## config.mk

```make
export PLATFORM = sky130hd
export DESIGN_NAME = rx_word_assembler
export DESIGN_NICKNAME = d
export VERILOG_FILES = /design/src/rtl/rx_word_assembler.sv
export SDC_FILE = /design/constraint.sdc
export NUM_CORES = 1
export LEC_CHECK = 0
export CORE_UTILIZATION = 30
export CTS_CLUSTER_SIZE = 10
export DETAILED_ROUTE_END_ITERATION = 7
export DONT_BUFFER_PORTS = 1
export PLACE_DENSITY_LB_ADDON = 0.2
export SYNTH_ARGS = -nofsm -noshare
export SYNTH_HDL_FRONTEND = slang
export SYNTH_SLANG_ARGS = --single-unit
```

## constraint.sdc

```tcl
create_clock -name clk -period 4.5 [get_ports clk]
set_input_delay 0.9 -clock clk [delete_from_list [all_inputs] [get_ports clk]]
set_output_delay 0.9 -clock clk [all_outputs]
set_load 0.005 [all_outputs]
```

## src/rtl/rx_word_assembler.sv

```systemverilog
// rx_word_assembler: packs a UART byte stream into WORD_BYTES-wide words and
// queues them in a small first-word-fall-through FIFO.
// Optional feature: define RX_WORD_TIMEOUT_EN to discard partial words after
// TIMEOUT_CYCLES idle clocks. When it is undefined, partial words are held.
module rx_word_assembler #(
   parameter int unsigned WORD_BYTES     = 4,
   parameter int unsigned BIG_ENDIAN     = 1,
   parameter int unsigned FIFO_DEPTH     = 4,
   parameter int unsigned TIMEOUT_CYCLES = 1024
) (
   input  logic                              clk,
   input  logic                              rst,
   input  logic [7:0]                        rx_byte,
   input  logic                              rx_valid,
   input  logic                              resync,
   output logic [8*WORD_BYTES-1:0]           word_out,
   output logic                              word_valid,
   input  logic                              word_ready,
   output logic [$clog2(WORD_BYTES)-1:0]     byte_count,
   output logic [$clog2(FIFO_DEPTH+1)-1:0]   fifo_level,
   output logic                              overflow,
   output logic                              timeout
);

   localparam int unsigned CW = $clog2(WORD_BYTES);
   localparam int unsigned WW = 8 * WORD_BYTES;
   localparam int unsigned PW = $clog2(FIFO_DEPTH);
   localparam int unsigned LW = $clog2(FIFO_DEPTH + 1);
   localparam logic [CW-1:0] LAST_SLOT = CW'(WORD_BYTES - 1);
   localparam logic [LW-1:0] FULL_LVL  = LW'(FIFO_DEPTH);

   // Reject illegal parameterisations at elaboration
   if (WORD_BYTES < 2 || WORD_BYTES > 8) begin : g_bad_word_bytes
      $error("rx_word_assembler: WORD_BYTES must be 2..8");
   end
   if (BIG_ENDIAN > 1) begin : g_bad_endian
      $error("rx_word_assembler: BIG_ENDIAN must be 0 or 1");
   end
   if (FIFO_DEPTH < 2 || (FIFO_DEPTH & (FIFO_DEPTH - 1)) != 0) begin : g_bad_depth
      $error("rx_word_assembler: FIFO_DEPTH must be a power of two >= 2");
   end
   if (TIMEOUT_CYCLES < 2) begin : g_bad_timeout
      $error("rx_word_assembler: TIMEOUT_CYCLES must be >= 2");
   end

   logic [CW-1:0] bc_q, bc_d;
   logic [WW-1:0] acc_q, acc_d;
   logic [CW-1:0] slot_c, pos_c;
   logic          push_c;
   logic          fire_c;

   logic [WW-1:0] mem_q [FIFO_DEPTH];
   logic [PW-1:0] wr_q, wr_d, rd_q, rd_d;
   logic [LW-1:0] lvl_q, lvl_d;
   logic          valid_q, valid_d;
   logic          ovf_q, ovf_d;
   logic          full_c, pop_c, wr_en_c;

`ifdef RX_WORD_TIMEOUT_EN
   localparam int unsigned TW = $clog2(TIMEOUT_CYCLES + 1);
   logic [TW-1:0] idle_q, idle_d;
   logic          tmo_q;

   // Idle counter: runs while a partial word is held, cleared by any byte
   always_comb begin
      fire_c = (idle_q == TW'(TIMEOUT_CYCLES)) && (bc_q != '0);
      idle_d = idle_q + TW'(1);
      if (rx_valid || (bc_q == '0) || fire_c) begin
         idle_d = '0;
      end
   end

   // Idle counter and timeout pulse registers
   always_ff @(posedge clk) begin
      if (rst) begin
         idle_q <= '0;
         tmo_q  <= 1'b0;
      end else begin
         idle_q <= idle_d;
         tmo_q  <= fire_c;
      end
   end

   assign timeout = tmo_q;
`else
   assign fire_c  = 1'b0;
   assign timeout = 1'b0;
`endif

   // Byte assembly: resync or timeout restart the word at slot 0
   always_comb begin
      acc_d  = acc_q;
      bc_d   = bc_q;
      push_c = 1'b0;
      slot_c = (resync || fire_c) ? '0 : bc_q;
      pos_c  = (BIG_ENDIAN != 0) ? (LAST_SLOT - slot_c) : slot_c;
      if (rx_valid) begin
         for (int i = 0; i < int'(WORD_BYTES); i++) begin
            if (pos_c == CW'(i)) begin
               acc_d[8*i +: 8] = rx_byte;
            end
         end
         if (slot_c == LAST_SLOT) begin
            push_c = 1'b1;
            bc_d   = '0;
         end else begin
            bc_d = slot_c + CW'(1);
         end
      end else if (resync || fire_c) begin
         bc_d = '0;
      end
   end

   // FIFO control: a full FIFO still accepts a push when it pops that cycle
   always_comb begin
      full_c  = (lvl_q == FULL_LVL);
      pop_c   = (lvl_q != '0) && word_ready;
      wr_en_c = push_c && (!full_c || pop_c);
      ovf_d   = push_c && full_c && !pop_c;
      wr_d    = wr_en_c ? (wr_q + PW'(1)) : wr_q;
      rd_d    = pop_c ? (rd_q + PW'(1)) : rd_q;
      lvl_d   = lvl_q;
      if (wr_en_c && !pop_c) begin
         lvl_d = lvl_q + LW'(1);
      end else if (!wr_en_c && pop_c) begin
         lvl_d = lvl_q - LW'(1);
      end
      valid_d = (lvl_d != '0);
   end

   // Assembler and FIFO control state
   always_ff @(posedge clk) begin
      if (rst) begin
         bc_q    <= '0;
         acc_q   <= '0;
         wr_q    <= '0;
         rd_q    <= '0;
         lvl_q   <= '0;
         valid_q <= 1'b0;
         ovf_q   <= 1'b0;
      end else begin
         bc_q    <= bc_d;
         acc_q   <= acc_d;
         wr_q    <= wr_d;
         rd_q    <= rd_d;
         lvl_q   <= lvl_d;
         valid_q <= valid_d;
         ovf_q   <= ovf_d;
      end
   end

   // FIFO storage; contents are don't-care while empty so no reset
   always_ff @(posedge clk) begin
      if (wr_en_c) begin
         mem_q[wr_q] <= acc_d;
      end
   end

   assign word_out   = mem_q[rd_q];
   assign word_valid = valid_q;
   assign byte_count = bc_q;
   assign fifo_level = lvl_q;
   assign overflow   = ovf_q;

endmodule
```

== Yosys cells after proc, flatten, opt, wreduce, memory -nomap -nowiden ==
Memory sizes are Yosys's and may differ from the RTL's. A register that Yosys moved wholly into a read port is not among the register bits.
Cells that the tools add are included.
W data, S select, Z words.

* Bits in registers: 43
* Output and inout bits: 40
* Memory bits (writable): 128
* Word-level logic and storage cells: 48
* Memories kept: 1

{| class="wikitable"
|+ Memories
! memory !! words !! width !! rd ports !! clocked after Yosys merged registers in !! write ports !! RTL line !! source
|-
| mem_q || 4 || 32 || 1 || 1 || 1 || 52 || <nowiki>logic [WW-1:0] mem_q [FIFO_DEPTH];</nowiki>
|}

* Muxes and demuxes: 16
* Reduce and logical (&&, ||, !) cells: 13
* Equality and inequality tests: 5
* Add/subtract/negate cells: 6

{| class="wikitable"
|+ Operators by type and width
! operator !! number
|-
| $mux W32 || 1
|-
| $mux W8 || 4
|-
| $mux W2 || 5
|-
| $add A2 B1 Y2 const B || 3
|-
| $eq A2 B2 Y1 const B || 3
|-
| $logic_and A1 B1 Y1 || 6
|-
| $mux W3 || 2
|-
| $reduce_bool A3 Y1 || 2
|-
| $mux W1 || 4
|-
| $add A3 B1 Y3 const B || 1
|-
| $eq A3 B3 Y1 const B || 1
|-
| $logic_not A1 Y1 || 3
|-
| $sub A3 B1 Y3 const B || 1
|-
| $eq A2 B1 Y1 const B || 1
|-
| $logic_not A2 Y1 || 1
|-
| $sub A2 B2 Y2 const A || 1
|-
| $logic_or A1 B1 Y1 || 1
|}

== Logic depth before layout (Yosys ltp) ==
Gate-level depths: netlist (run 1).

* Depth in word-level cells: 10
* Gate-level depth with buffers: 8

== Least setup slack after synthesis (run 1) ==
Ideal clock, no wire load.

* Path type: input-to-reg
* From: input port resync
* To: memory mem_q[0][0] in the netlist's numbering (enable)
* Arrival: 2544 ps
* Library setup time: 392 ps
* Data required time: 4108 ps
* Setup slack: 1564 ps
* Buffers on the path: 0
* Stages: 6
* Cell sequence: nand2b_1 > inv_1 > ha_1 > nand2_2 > a31oi_2 > and2_1

* Word-level cells in the longest chain between the ends: 7

{| class="wikitable"
|+ RTL lines
! element !! RTL line !! source
|-
| start: declaration || 15 || <nowiki>input logic resync,</nowiki>
|-
| $mux W2 || n/a ||
|-
| $eq A2 B2 Y1 || 103 || <nowiki>if (slot_c == LAST_SLOT) begin</nowiki>
|-
| $mux W1 || 103 ||
|-
| $mux W1 || 97 || <nowiki>if (rx_valid) begin</nowiki>
|-
| $logic_and A1 B1 Y1 || 118 || <nowiki>wr_en_c = push_c && (!full_c || pop_c);</nowiki>
|-
| $mux W1 || 154 || <nowiki>if (wr_en_c) begin</nowiki>
|-
| $mux W1 (implied by the code) || 155 || <nowiki>mem_q[wr_q] <= acc_d;</nowiki>
|-
| end: declaration || 52 ||
|}

Every way passes these cells.

==> run summary, run 1 <==
Status = finished, final reports clean
TritonCTS clock tree = yes
Mux contribution to synthesized area = 0.150
RSZ-0062 raised after global routing = false
Antenna viol nets, final = 0
# DRC = 0
Cell Chain, Critical Path = buf_4 -> mux4_2
Gr ovfl total = 0
# clock sinks = 173
Synth top area cells = edfxtp_1 (58%), dfxtp_1 (14%), mux4_2 (11%)
Most used routing layer = met2
Nets = 409
Worst path required time = 3.60 ns
Post-synthesis compound-gate area fraction = 0.0180
Worst-path maximum fanout = 18
Initial antenna violation count = 0
Number of synthesized register bits = 173
First DRT Iteration DRCs = 152
Met3 Track Usage GR = 0.0440
Tightest Pin Transition = 0.951 ns
Synth top area share = 0.578
Clock transition at the registers of the reported paths = 0.06 ns
Die Y = 151 um
Maximum VDD drop = 0.000246 V
H-tree depth = 4
Worst path slowest cell = dfxtp_1
Maximum clock rate = 332 MHz
Async S/R FF share, synth = 0
Largest net degree at the start of global routing = 34
PostCTS Resize Cnt = 0
Critical path class = flop to primary output
Vias in the first global route = 3270
Mapped Nets = 401
Ys Warns = 0
Met2 usage = 0.194
Hold buffers post-CTS = 0
Total Wirelength = 13100 um
Worst slew margin = 0.365
Tmin final = 3.01 ns
Post-synthesis sequential area ratio = 0.713
Fin cells = 678
Postcts setup bufs = 0
DPL Wire Length = 7870 um
Endpoints failing setup = 0
Distinct cells, synth = 36
CTS max path bufs = 2
Worst setup SP type = flop
Drt first pass iters = 4
Most common cell in the synthesized netlist = edfxtp_1
Cell area after synthesis = 6660 sq um
Pins Over Slew Limit = 0
Post-synthesis cell count = 377
RePlAce Congestion = 0.661
CP endpoint kind = primary output
CTS Buf Count = 17
Simple-gate share of the synthesized area = 0.0707
Area delta synth->final = 13.1%
Met1 usage = 0.157
Starting Density = 0.306
Root Driver = clkbuf_16
Post-route clock period utilization = 0.670
Die X = 151 um
WL/cell = 19.3 um
EDFF count, synth = 128
Final non-filler cell area = 7530 sq um
Cell taking the most area after synthesis = edfxtp_1
Core ar. = 21800 sq um
Pwr dens = 498 nW/um^2
Combinational family with the most area after synthesis = multiplexers
Hold WS = 0.506 ns
Worst EP arrival = 2.11 ns
Post-Synth Adder-Cell Area = 0.0207
Path category of the worst min-delay check = flop to flop
DR vias = 3150
Global-route wire length before repair = 19600 um
Primary FF master, synth = edfxtp_1
Fraction of layout instances using a drive strength above 1 = 0.256
Setup TNS = 0 ns
Worst-Skew Late Latency = 0.42 ns
MaxCap Viol Count = 0
Port bufs = 0
Gr usage total = 0.124
Skew final = 0.00834 ns
Leak = 2.56 nW
Die footprint = 22800 sq um
Top cells by count, synth = edfxtp_1 (128), dfxtp_1 (45), and2_1 (38)
Synth Area per Inst = 17.7 sq um
Post-Place Cell Area = 6960 sq um
Largest stage delay, worst path = 0.85 ns
Xor/xnor share of the synthesized area = 0.00658
Vias/cell = 4.65
Final hold vios = 0
Std-Cell Rows = 54
Ports = 53
Dpl cells = 646
Ant diodes = 0
[worst max-delay path, delay by kind of cell, from the launching register on]
kind	cells	cell delay, ns
buffers and inverters	1	0.43
muxes	1	0.41
DFF	1	0.85
[logic make-up (layout without fill, tap and decap cells)]
kind of cell             after synthesis  after routing
AO/OA/AOI/OAI                         15             15
multiplexers                          57             57
adder cells (fa/ha/maj)               11             11
other                                  1              1
XOR/XNOR                               5              5
flip-flops                           173            173
AND/OR/NAND/NOR                       88             88
buffers and inverters                 27             48
[state kept, by name, summed over array words and instances (netlist names), named ones only]
register	flops
rd_q	2
byte_count	2
overflow	1
mem_q	128
wr_q	2
fifo_level	3
word_valid	1
acc_q	32
[routing by layer]
metal | up-vias | share of wire
li1 | 1431 | -
met1 | 1646 | 0.46
met2 | 61 | 0.48
met3 | 12 | 0.052
met4 | 0 | 0.012
met5 | - | 0
[through the flow]
| step | setup slack [ns] | util | power, mW |
|---|---|---|---|
| after global placement | 1.55 | 0.320 | 2.38 |
| after global routing | 1.35 | 0.346 | 3.91 |
| final | 1.49 | 0.346 | 3.75 |
| after floorplan | 1.56 | - | 2.27 |
| after CTS | 1.39 | 0.346 | 3.81 |
| after detailed placement | 1.48 | 0.320 | 2.39 |
[layout by cell type, fill, tap and decap left out, drive strengths merged, types with 7 or more instances in the layout]
master and count:
edfxtp 128, dfxtp 45, and2 38, mux4 32, nand2 32, mux2 24, clkbuf 19, inv 14
ha 11, nor2 7
[path summary, 6_finish.rpt]
kind	start	end	slack, ns	depth (start not counted)
setup / recovery	flop	word_out[6]	1.49	2
hold / removal	wr_q[1]$_SDFFE_PP0P_	wr_q[1]$_SDFFE_PP0P_	0.51	2
setup reg to reg	byte_count[0]$_SDFF_PP0_	mem_q[2][31]$_DFFE_PP_	2.09	7
hold reg to reg	wr_q[1]$_SDFFE_PP0P_	wr_q[1]$_SDFFE_PP0P_	0.51	2
[report_power, final]
group	internal (mW)	switching [mW]	leakage (nW)
Sequential	1.74	0.0332	1.55
Combinational	0.282	0.276	0.743
Clock	0.821	0.598	0.267
Total	2.84	0.907	2.56
[cell type report]
type	instances	area, sq um
inverters	10	37.5
fillers	2080	14200
flip-flops and latches	173	4750
clock inverters	13	140
clock buffers	19	433
well taps	280	350
repair buffers	6	45.0
multi-input cells	177	1780
Power figures use the tool's default switching activity.
==> inputs of run 2 (changes only) <==
clock period = 2.7 ns   (was 4.5 ns; I/O delays follow)
==> run 2 against run 1 <==
Effect of this change: worst hold slack got worse by 0.34 ns; critical endpoint is now word_out[27]; global-route usage rose by 0.36 points; non-clock buffer count rose by 7; highest routed layer unchanged; register-to-register slack got worse by 1.4 ns; clock skew rose by 0.0051 ns; via count rose by 0.70%; die area did not move.
==> run summary, run 2 (synthesized netlist as in run 1, its figures left out) <==
Most common cell after layout, fill and taps aside = edfxtp_1
Die footprint = 22800 sq um
Vias/cell = 4.63
Initial antenna violation count = 0
Total Wirelength = 13500 um
Die X = 151 um
Maximum VDD drop = 0.000441 V
Hold buffers post-CTS = 0
Path category of the worst min-delay check = primary input to flop
Fraction of layout instances using a drive strength above 1 = 0.279
Skew final = 0.0134 ns
Ports = 53
Core ar. = 21800 sq um
Status = finished, final reports clean
Drt first pass iters = 4
Critical path class = flop to primary output
Postcts setup bufs = 0
CP endpoint kind = primary output
# DRC = 0
Largest register FFs = 128
Gr usage total = 0.128
Cell family with most CP delay = multiplexers
First DRT Iteration DRCs = 128
Most frequent cells in the layout = edfxtp_1 (128), dfxtp_1 (44), and2_1 (38)
Vias in the first global route = 3389
TritonCTS clock tree = yes
Power Total = 6.29 mW
Antenna viol nets, final = 0
RSZ-0062 raised after global routing = false
Pins Over Slew Limit = 0
Worst setup SP type = flop
PostCTS Resize Cnt = 0
Worst path required time = 2.16 ns
Pwr dens = 822 nW/um^2
DR vias = 3172
Endpoints failing setup = 0
Maximum clock rate = 452 MHz
MaxCap Viol Count = 0
Worst EP arrival = 1.67 ns
Worst slew margin = 0.653
# clock sinks = 173
Root Driver = clkbuf_16
Global-route wire length before repair = 20400 um
Final hold vios = 0
Worst-path maximum fanout = 32
Post-route clock period utilization = 0.820
Worst-Skew Late Latency = 0.43 ns
Port bufs = 0
Clock transition at the registers of the reported paths = 0.07 ns
Leak = 2.61 nW
Setup TNS = 0 ns
Final non-filler cell area = 7650 sq um
Cell Chain, Critical Path = buf_12 -> mux4_2
Die Y = 151 um
Std-Cell Rows = 54
DPL Wire Length = 8620 um
Starting Density = 0.306
Largest stage delay, worst path = 0.61 ns
Tmin final = 2.21 ns
Ant diodes = 0
Hold WS = 0.166 ns
CP Buf/Inv Count = 1
Area delta synth->final = 15.0%
H-tree depth = 4
Reg with most FFs = mem_q
WL/cell = 19.7 um
CTS Buf Count = 17
CTS max path bufs = 2
Post-Place Cell Area = 7070 sq um
Tightest Pin Transition = 0.521 ns
Nets = 416
RePlAce Congestion = 0.687
Worst path slowest cell = mux4_2
Largest net degree at the start of global routing = 33
Gr ovfl total = 0
run 2: cell count changes in the layout (fill, tap and decap cells not counted), sizes merged:
cell and change:
buf +7, clkbuf -2, inv +2, bufinv -1
clkinv +1
run 2: stage by stage:
stage,utilization,setup WS [ns],instances
CTS,0.352,0.454,685
finish,0.352,0.487,685
global placement,0.325,0.472,653
detailed placement,0.325,0.434,653
floorplan,-,0.124,377
global route,0.352,0.411,685
run 2: area by class of cell:
| class | count | area, sq um |
|---|---|---|
| Tap cell | 280 | 350 |
| Fill cell | 2060 | 14100 |
| Clock buffer | 17 | 425 |
| Sequential cell | 173 | 4750 |
| Multi-Input combinational cell | 177 | 1780 |
| Clock inverter | 15 | 155 |
| Inverter | 10 | 37.5 |
| Timing Repair Buffer | 13 | 160 |
run 2: power breakdown:
group | internal (mW) | leakage [nW] | switching [mW] | total [mW]
combinational | 0.492 | 0.793 | 0.470 | 0.962
sequential | 2.90 | 1.55 | 0.0453 | 2.94
clock | 1.30 | 0.272 | 1.08 | 2.39
total | 4.69 | 2.61 | 1.60 | 6.29
run 2: per-layer routing:
layer  share of wire  track usage
met2            0.48        0.210
met5               0            0
met1            0.44        0.155
met3           0.070       0.0446
met4           0.011       0.0435
run 2: worst paths after layout:
kind                             from  slack [ns]  depth (start not counted)                     end
max                              flop        0.49                          2            word_out[27]
min reg2reg      wr_q[1]$_SDFFE_PP0P_        0.51                          2    wr_q[1]$_SDFFE_PP0P_
min                               rst        0.17                          1                    flop
max reg2reg  byte_count[0]$_SDFF_PP0_        0.70                          7  mem_q[2][26]$_DFFE_PP_
run 2: worst register-to-register path, delay by kind of cell (launching register included):
kind	cells	cell delay, ns
flops	1	0.35
fa+ha+maj	1	0.22
compound gates	1	0.31
buf+inv	2	0.38
simple gates	3	0.45
==> inputs of run 3 (changes only) <==
ABC_AREA = 1   (was not set)
clock period = 2.1 ns   (was 2.7 ns; I/O delays follow)
==> run 3 against run 2 <==
Effect of this change: the run now ends with design-rule violations left; routed wire length is 14% higher; synthesized cell count increased by 59%; core utilization up 0.41 points; clock-buffer cell count is the same.
==> run summary, run 3 <==
Status = finished, violations left
Failing checks = design-rule violations
Most frequent cells in the layout = edfxtp_1 (128), nor2_1 (99), o21ai_0 (97)
Worst setup SP type = flop
Gr usage total = 0.139
Cell taking the most area after synthesis = edfxtp_1
Met1 usage = 0.172
Final non-filler cell area = 7840 sq um
Worst EP arrival = 1.55 ns
RSZ-0062 raised after global routing = false
Final hold vios = 0
Die X = 152 um
Dpl cells = 869
Cell area after synthesis = 6790 sq um
TritonCTS clock tree = yes
Nets = 632
Ant diodes = 0
Die Y = 152 um
Vias/cell = 4.64
Distinct cells, synth = 23
Port bufs = 0
Post-synthesis cell count = 599
Drt first pass iters = 8
Worst path required time = 1.68 ns
Hold_sp = rst
Synth Area per Inst = 11.3 sq um
Tightest Pin Transition = 0.571 ns
Number of synthesized register bits = 173
Fraction of layout instances using a drive strength above 1 = 0.116
Post-synthesis sequential area ratio = 0.699
Synth top area share = 0.566
Worst slew margin = 0.618
Post-Place Cell Area = 7210 sq um
Most common cell in the synthesized netlist = edfxtp_1
Worst-Skew Late Latency = 0.42 ns
Std-Cell Rows = 54
Vias in the first global route = 4132
Area delta synth->final = 15.4%
Total Wirelength = 15300 um
Ports = 53
Clock transition at the registers of the reported paths = 0.07 ns
Starting Density = 0.308
Largest net degree at the start of global routing = 65
# clock sinks = 173
Pwr dens = 1100 nW/um^2
Primary FF master, synth = edfxtp_1
Path category of the worst min-delay check = primary input to flop
Global-route wire length before repair = 23900 um
Top cells by count, synth = edfxtp_1 (128), nor2_1 (103), o21ai_0 (98)
Maximum clock rate = 508 MHz
Reg2reg start = fifo_level[0]$_SDFF_PP0_
Synth top area cells = edfxtp_1 (57%), dfxtp_1 (13%), o21ai_0 (7.2%)
Maximum VDD drop = 0.000639 V
Skew final = 0.00750 ns
Pins Over Slew Limit = 0
Fin cells = 901
EDFF count, synth = 128
Post-route clock period utilization = 0.938
CTS Buf Count = 17
Core ar. = 22000 sq um
Async S/R FF share, synth = 0
# DRC = 3
Tmin final = 1.97 ns
Pre-CTS setup slack = 0.158 ns
Worst-path maximum fanout = 64
Largest register FFs = 128
Worst Reg-to-Reg Cells = 6
Reg with most FFs = mem_q
RePlAce Congestion = 0.704
H-tree depth = 4
CP endpoint kind = primary output
CTS max path bufs = 2
Endpoints failing setup = 0
MaxCap Viol Count = 0
Gr ovfl total = 0
Setup TNS = 0 ns
Final WS setup = 0.130 ns
Met2 usage = 0.228
Leak = 3.13 nW
Power Total = 8.64 mW
Initial antenna violation count = 0
DR vias = 4183
Hold path depth = 1
Hold buffers post-CTS = 0
First DRT Iteration DRCs = 290
DPL Wire Length = 9470 um
Met3 Track Usage GR = 0.0449
Die footprint = 23200 sq um
Critical path class = flop to primary output
Mapped Nets = 623
Most used routing layer = met2
WL/cell = 17.0 um
Ys Warns = 0
Most common cell after layout, fill and taps aside = edfxtp_1
Antenna viol nets, final = 0
Root Driver = clkbuf_16
## run 3: cell count changes in the layout (fill, tap and decap cells not counted), sizes merged, moves of 8 or more
cell	change
or2	+8
o22ai	+32
and2	-38
o21ai	+100
nor2	+96
mux4	-32
mux2	-24
nand2	+10
inv	+68
## run 3: path summary, 6_finish.rpt
check,to,slack (ns)
hold / removal,acc_q[7]$_SDFF_PP0_,0.06
hold reg to reg,flop,0.48
setup reg to reg,mem_q[0][21]$_DFFE_PP_,0.24
setup / recovery,word_out[13],0.13
## run 3: metrics by stage
| stage | util | hold WS [ns] |
|---|---|---|
| 2_1_floorplan | - | 0.444 |
| 3_3_place_gp | 0.327 | 0.453 |
| 3_5_place_dp | 0.327 | 0.466 |
| 4_1_cts | 0.354 | 0.0427 |
| 5_1_grt | 0.356 | 0.0327 |
| 6_report | 0.356 | 0.0574 |
## run 3: final cells by class
cell class | count | area, sq um
clock buffer | 17 | 425
fill | 2155 | 14200
multi-input combinational | 318 | 1630
inverter | 79 | 299
timing repair buffer | 19 | 221
sequential | 173 | 4750
clock inverter | 15 | 163
tap | 280 | 350
## run 3: critical path, stage by stage, from the launching register on
cell     delay, ns
dfxtp_2       0.38
buf_12        0.28
o21ai_0       0.14
o22ai_1       0.30
## run 3: repair_timing
item                       CTS  global route
setup buffers                0             0
gates resized for setup      2             7
setup endpoints to repair   12            10
## run 3: metal layers
metal  wire, um  vias to the layer above
met5          0                        -
met4        214                        0
met3        926                       17
met2       7380                       79
met1       6830                     2045
li1           -                     2042
## run 3: logic make-up (layout without fill, tap and decap cells)
group | Yosys count | in the layout | share of synthesized area
fa+ha+maj | 11 | 11 | 0.0203
other cells | 1 | 1 | 0.000552
simple gates | 164 | 164 | 0.100
compound gates | 139 | 139 | 0.108
xor+xnor | 3 | 3 | 0.00387
buf+inv | 108 | 130 | 0.0678
flops | 173 | 173 | 0.699
## run 3: where the power goes
group          total (mW)  internal, mW  switching [mW]
Clock                3.10          1.77            1.33
Sequential           3.85          3.77          0.0832
Combinational        1.68         0.532            1.15
Total                8.64          6.07            2.57
